## src/rtl/sc_pointtype_pkg.sv

```systemverilog
// Shared types for the point-type pattern controller and the shift register it drives.
package sc_pointtype_pkg;

  typedef enum logic [2:0] {
    ST_IDLE  = 3'd0,
    ST_CLEAR = 3'd1,
    ST_LOAD  = 3'd2,
    ST_RUN   = 3'd3,
    ST_SHIFT = 3'd4,
    ST_TRANS = 3'd5,
    ST_DONE  = 3'd6
  } state_t;

  typedef enum logic [1:0] {
    SHIFT_NONE  = 2'b00,
    SHIFT_LEFT  = 2'b01,
    SHIFT_RIGHT = 2'b10
  } shift_t;

  localparam int STEP_W = 8;

  function automatic shift_t shift_code(input logic dir);
    return dir ? SHIFT_RIGHT : SHIFT_LEFT;
  endfunction

endpackage

```

## src/rtl/sc_tick_prescaler.sv

```systemverilog
// Free-running tick divider: counts enabled cycles 0..TICK_DIV-1 and flags the last one.
module sc_tick_prescaler #(
  parameter int TICK_DIV = 2500000
) (
  input  logic clk_sys,
  input  logic rst,
  input  logic enable,
  input  logic restart,
  output logic tick
);

  localparam int CNT_W = (TICK_DIV > 2) ? $clog2(TICK_DIV) : 1;
  localparam logic [CNT_W-1:0] LAST = CNT_W'(TICK_DIV - 1);

  logic [CNT_W-1:0] count;

  assign tick = enable && (count == LAST);

  always_ff @(posedge clk_sys or posedge rst) begin
    if (rst) begin
      count <= '0;
    end else if (restart) begin
      count <= '0;
    end else if (enable) begin
      count <= tick ? '0 : count + CNT_W'(1);
    end
  end

endmodule

```

## src/rtl/sc_pointtype_ctrl.sv

```systemverilog
// Sequencer for the point-type pattern register: clear, load, timed shifts and
// level-up transition loads, all as one-cycle Moore command pulses.
//   state | meaning
//   IDLE  | waiting for a start_InLow falling edge
//   CLEAR | clear_OutLow pulse
//   LOAD  | load0/load1 pulse per latched pattern select
//   RUN   | prescaler running toward the next shift tick
//   SHIFT | one shift command, step counter advances
//   TRANS | transition load of the captured level-up pattern
//   DONE  | done_Out pulse before returning to IDLE
module sc_pointtype_ctrl
  import sc_pointtype_pkg::*;
#(
  parameter int DATAWIDTH   = 8,
  parameter int TICK_DIV    = 2500000,
  parameter int SHIFT_STEPS = 8
) (
  input  logic                 SC_RegPOINTTYPE_CLOCK_50,
  input  logic                 SC_RegPOINTTYPE_RESET_InHigh,
  input  logic                 start_InLow,
  input  logic                 patternsel_In,
  input  logic                 direction_In,
  input  logic                 pause_InLow,
  input  logic                 levelup_In,
  input  logic [DATAWIDTH-1:0] transpattern_InBUS,
  output logic                 clear_OutLow,
  output logic                 load0_OutLow,
  output logic                 load1_OutLow,
  output logic [1:0]           shiftselection_Out,
  output logic                 transition_Out,
  output logic [DATAWIDTH-1:0] transitionDATA_OutBUS,
  output logic                 busy_Out,
  output logic                 done_Out
);

  localparam logic [STEP_W-1:0] LAST_STEP = STEP_W'(SHIFT_STEPS - 1);

  state_t              state;
  state_t              state_nxt;
  logic                start_hist;
  logic                lvl_hist;
  logic                sel_lat;
  logic                dir_lat;
  logic [STEP_W-1:0]   step_cnt;
  logic [DATAWIDTH-1:0] trans_data;
  logic                start_fall;
  logic                lvl_rise;
  logic                presc_en;
  logic                presc_restart;
  logic                tick;

  assign start_fall    = start_hist & ~start_InLow;
  assign lvl_rise      = levelup_In & ~lvl_hist;
  assign presc_en      = (state == ST_RUN) && pause_InLow;
  assign presc_restart = (state != ST_RUN);

  sc_tick_prescaler #(
    .TICK_DIV (TICK_DIV)
  ) u_prescaler (
    .clk_sys (SC_RegPOINTTYPE_CLOCK_50),
    .rst     (SC_RegPOINTTYPE_RESET_InHigh),
    .enable  (presc_en),
    .restart (presc_restart),
    .tick    (tick)
  );

  always_ff @(posedge SC_RegPOINTTYPE_CLOCK_50 or posedge SC_RegPOINTTYPE_RESET_InHigh) begin
    if (SC_RegPOINTTYPE_RESET_InHigh) begin
      start_hist <= 1'b1;
      lvl_hist   <= 1'b0;
    end else begin
      start_hist <= start_InLow;
      lvl_hist   <= levelup_In;
    end
  end

  always_ff @(posedge SC_RegPOINTTYPE_CLOCK_50 or posedge SC_RegPOINTTYPE_RESET_InHigh) begin
    if (SC_RegPOINTTYPE_RESET_InHigh) begin
      state <= ST_IDLE;
    end else begin
      state <= state_nxt;
    end
  end

  // Run options are frozen at the accepted start edge so mid-run input changes are harmless.
  always_ff @(posedge SC_RegPOINTTYPE_CLOCK_50 or posedge SC_RegPOINTTYPE_RESET_InHigh) begin
    if (SC_RegPOINTTYPE_RESET_InHigh) begin
      sel_lat <= 1'b0;
      dir_lat <= 1'b0;
    end else if ((state == ST_IDLE) && start_fall) begin
      sel_lat <= patternsel_In;
      dir_lat <= direction_In;
    end
  end

  always_ff @(posedge SC_RegPOINTTYPE_CLOCK_50 or posedge SC_RegPOINTTYPE_RESET_InHigh) begin
    if (SC_RegPOINTTYPE_RESET_InHigh) begin
      trans_data <= '0;
    end else if ((state == ST_RUN) && lvl_rise) begin
      trans_data <= transpattern_InBUS;
    end
  end

  always_ff @(posedge SC_RegPOINTTYPE_CLOCK_50 or posedge SC_RegPOINTTYPE_RESET_InHigh) begin
    if (SC_RegPOINTTYPE_RESET_InHigh) begin
      step_cnt <= '0;
    end else begin
      unique case (state)
        ST_SHIFT: step_cnt <= step_cnt + STEP_W'(1);
        ST_TRANS,
        ST_IDLE:  step_cnt <= '0;
        default:  step_cnt <= step_cnt;
      endcase
    end
  end

  // A level-up edge outranks a coincident prescaler tick; that tick is simply lost.
  always_comb begin
    state_nxt = state;
    unique case (state)
      ST_IDLE:  if (start_fall) state_nxt = ST_CLEAR;
      ST_CLEAR: state_nxt = ST_LOAD;
      ST_LOAD:  state_nxt = ST_RUN;
      ST_RUN: begin
        if (lvl_rise) begin
          state_nxt = ST_TRANS;
        end else if (tick) begin
          state_nxt = ST_SHIFT;
        end
      end
      ST_SHIFT: state_nxt = (step_cnt == LAST_STEP) ? ST_DONE : ST_RUN;
      ST_TRANS: state_nxt = ST_RUN;
      ST_DONE:  state_nxt = ST_IDLE;
      default:  state_nxt = ST_IDLE;
    endcase
  end

  always_comb begin
    clear_OutLow          = 1'b1;
    load0_OutLow          = 1'b1;
    load1_OutLow          = 1'b1;
    shiftselection_Out    = SHIFT_NONE;
    transition_Out        = 1'b0;
    transitionDATA_OutBUS = '0;
    busy_Out              = (state != ST_IDLE);
    done_Out              = 1'b0;
    unique case (state)
      ST_CLEAR: clear_OutLow = 1'b0;
      ST_LOAD: begin
        load0_OutLow = sel_lat;
        load1_OutLow = ~sel_lat;
      end
      ST_SHIFT: shiftselection_Out = shift_code(dir_lat);
      ST_TRANS: begin
        transition_Out        = 1'b1;
        transitionDATA_OutBUS = trans_data;
      end
      ST_DONE:  done_Out = 1'b1;
      default:  ;
    endcase
  end

endmodule

```

## config.mk

```make
export PLATFORM = sky130hd
export DESIGN_NAME = sc_pointtype_ctrl
export DESIGN_NICKNAME = d
export VERILOG_FILES = /design/src/rtl/sc_pointtype_pkg.sv /design/src/rtl/sc_tick_prescaler.sv /design/src/rtl/sc_pointtype_ctrl.sv
export SDC_FILE = /design/constraint.sdc
export NUM_CORES = 1
export LEC_CHECK = 0
export CAP_MARGIN = 20
export CORE_ASPECT_RATIO = 0.75
export CORE_MARGIN = 2
export CORE_UTILIZATION = 50
export DETAILED_ROUTE_END_ITERATION = 8
export PLACE_DENSITY_LB_ADDON = 0.08
export REMOVE_ABC_BUFFERS = 1
export SLEW_MARGIN = 5
export SYNTH_ARGS = -nofsm -noshare
export SYNTH_HDL_FRONTEND = slang
export SYNTH_SLANG_ARGS = --single-unit
```

## constraint.sdc

```tcl
create_clock -name SC_RegPOINTTYPE_CLOCK_50 -period 4.44 [get_ports SC_RegPOINTTYPE_CLOCK_50]
set_input_delay 0.888 -clock SC_RegPOINTTYPE_CLOCK_50 [delete_from_list [all_inputs] [get_ports SC_RegPOINTTYPE_CLOCK_50]]
set_output_delay 0.888 -clock SC_RegPOINTTYPE_CLOCK_50 [all_outputs]
set_load 0.01 [all_outputs]
```

======== Yosys cells after proc, flatten, opt, wreduce, memory -nomap -nowiden ========
Index checks and enable logic that the tools add are counted.
word-level totals
  register bits ........................... 45
  bits of input ports ..................... 15
  output and inout bits ................... 16
  logic and storage cells ................. 54
operators by class
  add/subtract/negate cells ............... 2
  equality and inequality tests ........... 11
  mux-type cells .......................... 17
  bitwise gates (word level) .............. 5
  reduce and logical (&&, ||, !) cells .... 11
operators by type and width
  cell                                                   number
  2-to-1 mux 22 bit                                      3
  adder 22 x 1 -> 22 bit, second input constant          1
  equality test 22 bit, second input constant            1
  case mux 8 bit (2 select lines)                        1
  case mux 3 bit (5 select lines)                        1
  2-to-1 mux 3 bit                                       4
  equality test 3 bit, second input constant             3
  adder 8 x 1 -> 8 bit, second input constant            1
  equality test 8 x 3 -> 1 bit, second input constant    1
  2-to-1 mux 8 bit                                       1
  equality test 3 x 2 -> 1 bit, second input constant    2
  inequality test 3 x 2 -> 1 bit, second input constant  2
  2-to-1 mux 1 bit                                       5
  logical AND 1 bit                                      4
  2-to-1 mux 2 bit                                       2
  nonzero test 2 bit                                     2
  OR reduction 2 bit                                     2
  equality test 3 x 1 -> 1 bit, second input constant    1
  logical NOT 3 bit                                      1
  inverter 1 bit                                         3
  nonzero test 3 bit                                     1
  AND 1 bit                                              2
  inequality test 2 bit, second input constant           1
  AND reduction 2 bit                                    1

======== Depth between registers and ports, before layout ========
Gate-level depths: netlist of run 1.
  depth in word-level cells ............... 6
  mapped depth ............................ 7
  mapped depth without buffers ............ 6

======== Hierarchy ========
Synthesis of run 1 repeated with hierarchy kept, for this count alone.
unflattened totals
  cells, all modules ...................... 263
  area, all modules ....................... 2497.4 µm²
by module, submodules not included
  module             times used  cells an instance  area each (µm²)  sequential area each (µm²)
  sc_tick_prescaler  1           148                1305.0           550.5
  sc_pointtype_ctrl  1           115                1192.4           576.8

======== Least setup slack after synthesis of run 1 ========
Ideal clock, no wire load.
  path type ............................... reg2out
  from .................................... register state[1]
  to ...................................... output transitionDATA_OutBUS[0]
  arrival ................................. 1.289 ns
  required time ........................... 3.552 ns
  path slack .............................. 2.263 ns
  stages on the path, launching flop included .. 6
  buffers on the path ..................... 2
  path through ............................ dfrtp_1 -> clkbuf_1 -> inv_1 -> and3_1 -> clkbuf_1 -> and2_1
between the ends
  cells in the longest elaborated chain, start to end .. 2
ends and longest elaborated chain
  what                    RTL line                  text
  start, declared         sc_pointtype_ctrl.sv:38   state_t state;
  start signal, assigned  sc_pointtype_ctrl.sv:81   state <= state_nxt;
  equality test 3 bit     sc_pointtype_ctrl.sv:147  unique case (state)
  2-to-1 mux 8 bit        sc_pointtype_ctrl.sv:147
  end, declared           sc_pointtype_ctrl.sv:31   output logic [DATAWIDTH-1:0] transitionDATA_OutBUS,
Every way passes these cells.

======== Final worst setup path of run 1 ========
  from .................................... register state[2]
  to ...................................... output shiftselection_Out[1]
between the ends
  cells in the longest elaborated chain, start to end .. 2
ends and longest elaborated chain
  what                 RTL line                  text
  equality test 3 bit  sc_pointtype_ctrl.sv:147
  2-to-1 mux 2 bit     sc_pointtype_ctrl.sv:147
  end, declared        sc_pointtype_ctrl.sv:29   output logic [1:0] shiftselection_Out,
Every way passes these cells.

==> results of run 1 <==
[cell usage after synthesis, types with 4 or more instances]
library cell,instances
o21ai_0,16
nor3_1,4
mux2_2,11
inv_1,7
nand2b_1,4
nand2_1,25
dfrtp_1,44
a31oi_1,14
a22o_1,5
and2_1,12
nor2_1,18
a21oi_1,11
clkbuf_1,5
nand3b_1,4
and3_1,5
nand4_1,8
nand3_1,21
[sequential cells by signal (all words and copies together), names as in the netlist]
name and cells:
start_hist 1, sel_lat 1, dir_lat 1, state 3
step_cnt 8, trans_data 8, lvl_hist 1, u_prescaler.count 22
[kinds of logic after synthesis]
logic type | count (synthesis) | share of synthesized area, %
compound gates | 61 | 16.4
xor+xnor | 4 | 1.45
fa+ha+maj | 2 | 1.04
buf+inv | 17 | 3.62
flops | 45 | 46.6
mux | 12 | 5.54
simple gates | 112 | 25.3
[critical path, delay by kind of cell, from the launching register on]
family / cells / cell delay (ns)
and+or+nand+nor: 2 / 0.70
buffers and inverters: 2 / 0.68
DFF: 1 / 0.48
[cell type report]
class / count / area (um2)
clock buffer: 6 / 72.6
clock inverter: 2 / 10.0
fill: 394 / 1720
inverter: 7 / 26.3
multi-input combinational: 191 / 1200
sequential: 45 / 1130
tap: 57 / 71.3
timing repair buffer: 32 / 313
[metrics by stage]
step           util [%]  cell area, um2  setup slack (ns)  power [W]  hold slack, ns
6_report           62.1            2820              1.41    0.00112           0.497
5_1_grt            62.1            2820              1.20    0.00121           0.513
4_1_cts            62.0            2820              1.41    0.00113           0.497
3_5_place_dp       60.2            2740              1.41   0.000889           0.483
3_3_place_gp       60.2            2740              1.50   0.000878           0.470
2_1_floorplan         -            2360              2.09   0.000768           0.443
[worst paths after layout]
check                                             end  slack (ns)  cells past startpoint
worst max-delay path            shiftselection_Out[1]        1.41                      4
worst min-delay path                      step_cnt[7]        0.50                      1
worst max register to register  u_prescaler.count[15]        1.96                      7
worst min register to register            step_cnt[7]        0.50                      1
max in group asynchronous                     sel_lat        2.74                      2
min in group asynchronous        u_prescaler.count[5]        1.13                      2
[power by group through the flow]
stage | clock, W | sequential (W) | combinational, W
after CTS | 0.000249 | 0.000547 | 0.000335
after global placement | 0 | 0.000551 | 0.000327
final | 0.000242 | 0.000547 | 0.000333
after global routing | 0.000271 | 0.000562 | 0.000375
after floorplan | 0 | 0.000538 | 0.000230
after detailed placement | 0 | 0.000555 | 0.000334
[per-layer routing]
| metal | up-vias | routed length, um | part of all wire, % | track usage (%) |
|---|---|---|---|---|
| met3 | 2 | 263 | 5.2 | 6.07 |
| met4 | 0 | 28 | 0.56 | 5.04 |
| li1 | 979 | - | - | - |
| met2 | 49 | 1970 | 39 | 26.3 |
| met1 | 908 | 2770 | 55 | 31.6 |
| met5 | - | 0 | 0 | 0 |
==> metrics.md, run 1 <==
| Metric | Value |
|---|---|
| Outcome | `complete, no violations` |
| Nets | `299` |
| Post-synth EDFFs | `0` |
| Vias | `1938` |
| Syn Std Cell Area | `2420 um2` |
| Netlist cell types | `43` |
| Async set or reset register ratio after synthesis | `100%` |
| Yosys top cell by area | `dfrtp_1` |
| Worst IR Drop VDD | `0.269 mV` |
| Number of max-cap violations | `0` |
| Routed wire length | `5040 um` |
| Hold Path Origin | `step_cnt[7]` |
| Setup CP Type | `flop to primary output` |
| Drc violations | `0` |
| Final period utilization | `68.3%` |
| Port buffer count | `30` |
| Total congestion overflow | `0` |
| Number of hold buffers added after CTS | `0` |
| First-pass GRT wire length | `8640 um` |
| Share of the synthesized area in the top cell type | `45.5%` |
| Critical R2R Launch | `u_prescaler.count[0]` |
| Top post-synthesis cells by area | `dfrtp_1 (46%), mux2_2 (5.1%), nand3_1 (4.3%), nand2_1 (3.9%), a31oi_1 (3.6%)` |
| Clk_skew | `0.00652 ns` |
| Ports | `31` |
| Number of clock sinks | `45` |
| RSZ-0062 raised after global routing | `no` |
| Routed wire per std cell | `14.8 um` |
| Num CTS Buffers | `5` |
| Top_reg_cell synth | `dfrtp_1` |
| Setup TNS | `0 ns` |
| Crit path DAT | `2.14 ns` |
| Fmax | `0.330 GHz` |
| Max stage delay on crit path | `0.53 ns` |
| #FFs+latches synth | `45` |
| Final setup vio count | `0` |
| Antenna violations before repair | `0` |
| Final Non-Filler Cells | `340` |
| Starting Density | `53.2%` |
| CP Capture Type | `primary output` |
| Area growth, synth to finish | `16.8%` |
| Maximum buffer depth of the clock tree | `2` |
| Worst slew pin tran | `0.921 ns` |
| Sw Ratio | `33.2%` |
| Htree depth | `2` |
| Pin count of the biggest net entering global routing | `46` |
| Diodes inserted | `0` |
| Critical path required time | `3.55 ns` |
| Drt via density | `5.70` |
| PwrDens | `398 nW/um2` |
| CP max stage cell | `clkdlybuf4s50_1` |
| CTS tree | `built` |
| Clk Latency, worst-skew pair | `0.29 ns` |
| Die H | `64.2 um` |
| Switch Pwr | `0.000373 W` |
| Synthesized instance count | `253` |
| Gr usage total | `20.0%` |
| Synth warn | `0` |
| Critical Path Start | `state[2]` |
| Hpwl dp | `3480 um` |
| Mean post-synth cell area | `9.55 um2` |
| Number of post-CTS setup repair buffers | `0` |
| Dpl cells | `331` |
| Placer Congestion | `0.829` |
| Type of origin of the critical path | `flop` |
| Share of cells above drive strength 1 | `10.6%` |
| CTS clk-pin slew, worst paths | `0.08 ns` |
| 1st-iter DRT viols | `132` |
| Cell row count | `21` |
| Post-CTS sizing | `0` |
| Vias in the first global route | `1799` |
| Clock share of power | `21.6%` |
| DRT antenna net count | `0` |
| Seq/Total Area, Yosys | `46.6%` |
| Cell-internal power | `0.000750 W` |
| Min Tclk post-route | `3.03 ns` |
| Final Hold Fails | `0` |
| Die width | `84.3 um` |
| Worst Hold Class | `flop to flop` |
| Core Region | `4550 um2` |
| Final max-slew violation count | `0` |
| Die area | `5410 um2` |
| Logic pwr share | `29.6%` |
| Sequential Power Share | `48.8%` |
| Clk Tree Root Cell | `clkbuf_8` |
| Slew margin rel. | `38.5%` |
| Commonest non-fill, non-tap cell in the layout | `dfrtp_1` |
| Commonest cells after routing, fill and taps aside | `dfrtp_1 (44), clkdlybuf4s50_1 (30), nand2_1 (25)` |
| Crit-path cells | `inv_1 > nor3_1 > and2_1 > clkdlybuf4s50_1` |
| DR pass1 iterations | `4` |
| Worst-path maximum fanout | `7` |
| Pleak | `1.16 nW` |
Note: power is estimated with default switching activity, not from simulation.
==> run 2: changes to the inputs <==
Clock period 4.44 ns to 2.4 ns, I/O delays scaled along.
==> run 2 against run 1 <==
Largest cell class unchanged. Critical path depth unchanged. Largest power group unchanged. Wire length is 2.5% higher. Sequential power increased by 79%. Non-clock buffer count grew 14. Sequential share of layout area decreased by 1.8 points. Clock skew increased by 0.0016 ns. Via count rose by 4.4%. Register-to-register slack worse by 1.8 ns. Power is 95% higher. First-iteration DRC count grew 14%.
==> metrics.md, run 2 (synthesized netlist as in run 1, its figures left out) <==
| Metric | Value |
|---|---|
| Vias in the first global route | `1887` |
| Number of clock sinks | `45` |
| Crit path DAT | `1.75 ns` |
| Routed wire per std cell | `14.6 um` |
| Largest Register | `u_prescaler.count` |
| Fmax | `0.448 GHz` |
| Clk_skew | `0.00811 ns` |
| Clk Tree Root Cell | `clkbuf_8` |
| Area growth, synth to finish | `22.2%` |
| Pin count of the biggest net entering global routing | `46` |
| Worst slew pin tran | `0.568 ns` |
| Hold Path Stages | `1` |
| Largest registers | `u_prescaler.count x22, step_cnt x8, trans_data x8` |
| Number of max-cap violations | `0` |
| Final max-slew violation count | `0` |
| Slew margin rel. | `62.1%` |
| Die area | `5410 um2` |
| RSZ-0062 raised after global routing | `no` |
| CTS tree | `built` |
| Worst IR Drop VDD | `0.382 mV` |
| Total power | `0.00219 W` |
| Worst-path maximum fanout | `9` |
| Worst R2R Path Depth | `6` |
| Type of origin of the critical path | `flop` |
| Drc violations | `0` |
| Final Non-Filler Cells | `354` |
| Min Tclk post-route | `2.23 ns` |
| Pleak | `1.26 nW` |
| Setup CP Type | `flop to primary output` |
| DRT antenna net count | `0` |
| Critical path required time | `1.92 ns` |
| Number of hold buffers added after CTS | `0` |
| Vias | `2023` |
| 1st-iter DRT viols | `150` |
| Commonest cells after routing, fill and taps aside | `dfrtp_1 (44), clkdlybuf4s50_1 (29), nand2_1 (25)` |
| Die H | `64.2 um` |
| Maximum buffer depth of the clock tree | `2` |
| Max reg flops | `22` |
| Total congestion overflow | `0` |
| Setup TNS | `0 ns` |
| Final Hold Fails | `0` |
| Critical Path Start | `state[1]` |
| Diodes inserted | `0` |
| Routed wire length | `5170 um` |
| Gr usage total | `20.8%` |
| Die width | `84.3 um` |
| Core Region | `4550 um2` |
| Worst Hold Class | `flop to flop` |
| PwrDens | `743 nW/um2` |
| First-pass GRT wire length | `9070 um` |
| Hpwl dp | `3620 um` |
| CP Capture Type | `primary output` |
| Htree depth | `2` |
| Setup crit end | `transitionDATA_OutBUS[1]` |
| Num CTS Buffers | `5` |
| Final period utilization | `93.0%` |
| Worst R2R End | `u_prescaler.count[3]` |
| Share of cells above drive strength 1 | `15.8%` |
| Starting Density | `53.2%` |
| Cell row count | `21` |
| DR pass1 iterations | `4` |
| Final setup vio count | `0` |
| Dpl cells | `345` |
| Outcome | `complete, no violations` |
| Antenna violations before repair | `0` |
| Placer Congestion | `0.831` |
| CTS clk-pin slew, worst paths | `0.08 ns` |
| Commonest non-fill, non-tap cell in the layout | `dfrtp_1` |
| Clk Latency, worst-skew pair | `0.30 ns` |
| Nets | `313` |
| Drt via density | `5.71` |
| Reg-to-reg setup timing slack | `0.20 ns` |
| Final Util | `65.0%` |
| Port buffer count | `30` |
| Critical R2R Launch | `u_prescaler.count[11]` |
| Ports | `31` |
==> run 2: critical path: stages (launching register included) <==
cell	delay [ns]
dfrtp_1	0.38
inv_1	0.12
and3_2	0.28
and2_1	0.15
clkdlybuf4s50_1	0.53
==> run 2: through the flow <==
stage               hold WS, ns  area [um2]  setup WS [ns]
floorplan                 0.443        2360          0.108
global placement          0.476        2840          0.244
finish                    0.483        2950          0.167
CTS                       0.481        2940         0.0498
detailed placement        0.469        2840          0.203
global route              0.510        2950         0.0500
==> run 2: metal layers <==
metal	share of wire (%)	GRT usage (%)	vias to the layer above	wire (um)
li1	-	-	1002	-
met1	54	32.1	962	2810
met2	40	29.3	55	2050
met3	5.5	4.91	4	282
met4	0.56	5.04	0	29
met5	0	0	-	0
==> run 2: what timing repair did <==
action                     4_1_cts  5_1_grt
pin swaps                        0        0
setup buffers                    1        0
cloned                           0        0
resized for setup                0        3
setup endpoints to repair        1        8
==> run 2: power by group <==
group          total [W]  internal (W)  switching [W]
Sequential      0.000980      0.000892      0.0000877
Clock           0.000498      0.000234       0.000264
Combinational   0.000716      0.000344       0.000372
Total            0.00219       0.00147       0.000724
==> run 2: cell type report <==
cell class / instances / area, um2
Clock buffer: 6 / 82.6
Inverter: 7 / 26.3
Timing Repair Buffer: 46 / 423
Clock inverter: 2 / 13.8
Sequential cell: 45 / 1130
Multi-Input combinational cell: 191 / 1210
Tap cell: 57 / 71.3
Fill cell: 369 / 1590
==> run 2: worst min path at each step <==
stage | start | end | slack [ns]
3_3_place_gp | step_cnt[7] | step_cnt[7] | 0.48
3_5_place_dp | step_cnt[7] | step_cnt[7] | 0.47
2_1_floorplan | step_cnt[7] | step_cnt[7] | 0.44
5_1_grt | step_cnt[7] | step_cnt[7] | 0.51
6_report | step_cnt[7] | step_cnt[7] | 0.48
4_1_cts | step_cnt[7] | step_cnt[7] | 0.48
==> edit 1 (config.mk and constraints of run 1) <==
The parameter `DATAWIDTH` goes from 8 to 7.
--- a/src/rtl/sc_pointtype_ctrl.sv
+++ b/src/rtl/sc_pointtype_ctrl.sv
@@ -11,7 +11,7 @@
 module sc_pointtype_ctrl
   import sc_pointtype_pkg::*;
 #(
-  parameter int DATAWIDTH   = 8,
+  parameter int DATAWIDTH   = 7,
   parameter int TICK_DIV    = 2500000,
   parameter int SHIFT_STEPS = 8
 ) (
Ports: changed (resized transitionDATA_OutBUS and transpattern_InBUS); port bits go from 31 to 29. The function was not compared with the original's and may differ.
==> edit 1 against run 1 <==
Non-clock buffer count decreased by 3. Sequential share of layout area decreased by 1.3 points. Cell area increased by 0.97%. Area after synthesis increased by 1.3%. Wire length increased by 6.9%. Sequential cell count decreased by 1. Worst setup slack improved by 0.028 ns. Total power decreased by 1.4%.
==> edit 1: results <==
set metrics [dict create \
    status "complete, no violations" \
    cts_root_buffer "clkbuf_8" \
    met3_usage_pct 4.331 \
    clock_skew_ns 0.007940 \
    post-place-ws_ns 1.280 \
    synthTopCellsByArea "dfrtp_1, o21ai_0, mux2_2, nand2_1, a21oi_1" \
    p_leak_nw 1.115 \
    grt_use_met2_pct 27.66 \
    wl_um 5386 \
    max_cap_violations 0 \
    insertedDiodeCount 0 \
    yosysWarnings 0 \
    grt_use_total_pct 20.72 \
    clockBufferDepth 2 \
    reg_top3 "u_prescaler.count (22), step_cnt (8), trans_data (7)" \
    hold_class "flip-flop to flip-flop" \
    cts_resized 0 \
    drtIter0Drc 162 \
    gp_congestion 0.8352 \
    htree_levels 2 \
    cts_buffers 5 \
    finalSetupViolCount 0 \
    grt_pass1_vias 1773 \
    dpl.hpwl_um 3894 \
    port_buffers 28 \
    grt_pass1_wl_um 9045 \
    synthArstFlopShare_pct 100.0 \
    synth.top_cells.by_count "dfrtp_1, nand2_1, o21ai_0, a21oi_1" \
    grtUsageMet1_pct 33.99 \
    slew_headroom_pct 30.50 \
    post_cts_buffers 0 \
    nNetsFinal 307 \
    cp_max_fo 11 \
    synth.yosys.seq_area_share_pct 44.99 \
    vias 2066 \
    yosysUniqueCellTypes 48 \
    path_clk_slew_ns 0.09 \
    max-vdd-ir-drop_mv 0.1970 \
    final_layout_size_suffix_gt1_share_pct 11.30 \
    cts.sinks 44 \
    antenna_found_initial 0 \
    firstDrtPassIters 4 \
    grt_max_degree 45 \
    insertion_delay_ns 0.29 \
]
## edit 1: area by class of cell
type,instances,area [µm²]
clock buffer,7,86.33
clock inverter,1,7.507
fill,428,1967
inverter,12,45.04
multi-input combinational,199,1246
sequential,44,1102
tap,60,75.07
timing repair buffer,29,287.8
## edit 1: power by group
group | switching (mW) | leakage (nW) | internal [mW] | total, mW
clock network | 0.136 | 0.0445 | 0.127 | 0.262
logic | 0.174 | 0.488 | 0.144 | 0.318
registers | 0.0609 | 0.582 | 0.466 | 0.527
total | 0.371 | 1.11 | 0.736 | 1.11
## edit 1: cell families (layout without fill, tap and decap cells)
group	count (synthesis)	in the layout	synth area share, %
multiplexers	10	10	4.546
XOR/XNOR	4	4	1.430
AO/OA/AOI/OAI	66	66	16.39
buffers and inverters	23	49	4.137
flip-flops	44	44	45.00
AND/OR/NAND/NOR	117	117	27.48
adder cells (fa/ha/maj)	2	2	1.021
## edit 1: critical path, stage by stage (launching register included)
cell and delay [ns]:
dfrtp_1 0.49, nor3b_1 0.59, and2_1 0.21, clkdlybuf4s50_1 0.53
## edit 1: layer usage
metal,part of all wire (%),vias up
met3,6.5,5
met1,54,972
met5,0,-
li1,-,1030
met2,39,59
met4,0.67,0
## edit 1: final timing paths
check	start	slack, ns	to	cells past startpoint
worst min-delay path	step_cnt[7]	0.48	step_cnt[7]	1
worst max-delay path	state[1]	1.44	shiftselection_Out[1]	3
min in group asynchronous	SC_RegPOINTTYPE_RESET_InHigh	1.03	u_prescaler.count[5]	3
worst min register to register	step_cnt[7]	0.48	step_cnt[7]	1
max in group asynchronous	SC_RegPOINTTYPE_RESET_InHigh	3.01	u_prescaler.count[8]	3
worst max register to register	u_prescaler.count[0]	1.93	u_prescaler.count[5]	6
## edit 1: metrics by stage
stage	hold WS, ns	instances	area, µm²
finish	0.4809	352	2850
floorplan	0.4427	255	2394
global route	0.5235	352	2850
CTS	0.4807	352	2850
detailed placement	0.4692	344	2756
global placement	0.4717	344	2756
==> edit 2 (settings of run 1) <==
Without the edit above. Reset style: synchronous (`SC_RegPOINTTYPE_RESET_InHigh` and `rst`), changed in 6 clocked blocks.
--- a/src/rtl/sc_tick_prescaler.sv
+++ b/src/rtl/sc_tick_prescaler.sv
@@ -16,7 +16,7 @@
 
   assign tick = enable && (count == LAST);
 
-  always_ff @(posedge clk_sys or posedge rst) begin
+  always_ff @(posedge clk_sys) begin
     if (rst) begin
       count <= '0;
     end else if (restart) begin
--- a/src/rtl/sc_pointtype_ctrl.sv
+++ b/src/rtl/sc_pointtype_ctrl.sv
@@ -64,7 +64,7 @@
     .tick    (tick)
   );
 
-  always_ff @(posedge SC_RegPOINTTYPE_CLOCK_50 or posedge SC_RegPOINTTYPE_RESET_InHigh) begin
+  always_ff @(posedge SC_RegPOINTTYPE_CLOCK_50) begin
     if (SC_RegPOINTTYPE_RESET_InHigh) begin
       start_hist <= 1'b1;
       lvl_hist   <= 1'b0;
@@ -74,7 +74,7 @@
     end
   end
 
-  always_ff @(posedge SC_RegPOINTTYPE_CLOCK_50 or posedge SC_RegPOINTTYPE_RESET_InHigh) begin
+  always_ff @(posedge SC_RegPOINTTYPE_CLOCK_50) begin
     if (SC_RegPOINTTYPE_RESET_InHigh) begin
       state <= ST_IDLE;
     end else begin
@@ -83,7 +83,7 @@
   end
 
   // Run options are frozen at the accepted start edge so mid-run input changes are harmless.
-  always_ff @(posedge SC_RegPOINTTYPE_CLOCK_50 or posedge SC_RegPOINTTYPE_RESET_InHigh) begin
+  always_ff @(posedge SC_RegPOINTTYPE_CLOCK_50) begin
     if (SC_RegPOINTTYPE_RESET_InHigh) begin
       sel_lat <= 1'b0;
       dir_lat <= 1'b0;
@@ -93,7 +93,7 @@
     end
   end
 
-  always_ff @(posedge SC_RegPOINTTYPE_CLOCK_50 or posedge SC_RegPOINTTYPE_RESET_InHigh) begin
+  always_ff @(posedge SC_RegPOINTTYPE_CLOCK_50) begin
     if (SC_RegPOINTTYPE_RESET_InHigh) begin
       trans_data <= '0;
     end else if ((state == ST_RUN) && lvl_rise) begin
@@ -101,7 +101,7 @@
     end
   end
 
-  always_ff @(posedge SC_RegPOINTTYPE_CLOCK_50 or posedge SC_RegPOINTTYPE_RESET_InHigh) begin
+  always_ff @(posedge SC_RegPOINTTYPE_CLOCK_50) begin
     if (SC_RegPOINTTYPE_RESET_InHigh) begin
       step_cnt <= '0;
     end else begin
Formal check against the unedited RTL: differs if SC_RegPOINTTYPE_RESET_InHigh is asserted again (counterexample within 4 cycles, from zero or initial values and one cycle with SC_RegPOINTTYPE_RESET_InHigh high); with SC_RegPOINTTYPE_RESET_InHigh held inactive, the same outputs for 10 cycles.
==> edit 2 against run 1 <==
Wire length grew 1.2%. Cell area shrank 3.9%. Worst setup slack lost 0.36 ns. Utilization shrank 0.98 points. Area after synthesis shrank 4.8%. Die area shrank 4.6%. Sequential cell count is the same.
Power is not compared: it rests on default switching activity, and its combinational part moved more than twofold at a synthesized area within 25%.
==> edit 2: results <==
set metrics [dict create \
    syn_area_per_cell_um2 8.683 \
    dpl.hpwl_um 3667 \
    yosysUniqueCellTypes 45 \
    hold_start "trans_data[3]" \
    synth-compound-area-share_pct 12.89 \
    wl_met3_um 171 \
    synth.top_cells.by_count "dfxtp_1, nor2_1, nor3_1, o21ai_0, inv_1" \
    synthTopCellsByArea "dfxtp_1, mux2i_1, nor3_1, nor2_1, o21ai_0" \
    grtUsageMet1_pct 34.15 \
    drtIter0Drc 143 \
    crit_path_end "transitionDATA_OutBUS[2]" \
    holdPathStages 2 \
    synth_xor_xnor_area_share_pct 4.568 \
    regToRegStartpoint "state[1]" \
    final_layout_size_suffix_gt1_share_pct 7.192 \
    vias_per_cell 5.742 \
    clock_skew_ns 0.003201 \
    grt_max_degree 25 \
    nNetsFinal 309 \
    synth.yosys.seq_area_share_pct 39.15 \
    synthArstFlopShare_pct 0 \
    wl_met1_um 2812 \
    grt_use_total_pct 21.76 \
    grt_pass1_wl_um 8914 \
    period_share_pct 76.45 \
    rrSetupSlack_ns 2.09 \
    worst_r2r_endpoint "u_prescaler.count[21]" \
    status "complete, no violations" \
    post-place-ws_ns 1.260 \
    arrival_ns 2.51 \
    cp_max_fo 11 \
    holdPathEnd "trans_data[3]" \
    grt_pass1_vias 1907 \
]
==> edit 2: worst min-delay path, cell delays in order (launching register included) <==
cell and delay (ns):
dfxtp_1 0.32, mux2i_1 0.06, nor2_1 0.08
==> edit 2: area by class of cell <==
class	count	area (µm²)
well taps	57	71.32
repair buffers	32	315.3
fillers	390	1727
clock buffers	7	86.33
multi-input cells	196	1295
inverters	12	45.04
flip-flops and latches	45	900.9
==> edit 2: kinds of logic (layout without fill, tap and decap cells) <==
logic type      after synthesis  after routing
mux                          12             12
compound gates               45             45
buf+inv                      24             51
xor+xnor                     12             12
simple gates                125            125
flops                        45             45
fa+ha+maj                     2              2
==> edit 2: report_power, final <==
group | internal, mW | switching [mW]
Clock | 0.124 | 0.128
Combinational | 0.0387 | 0.0412
Sequential | 0.411 | 0.0153
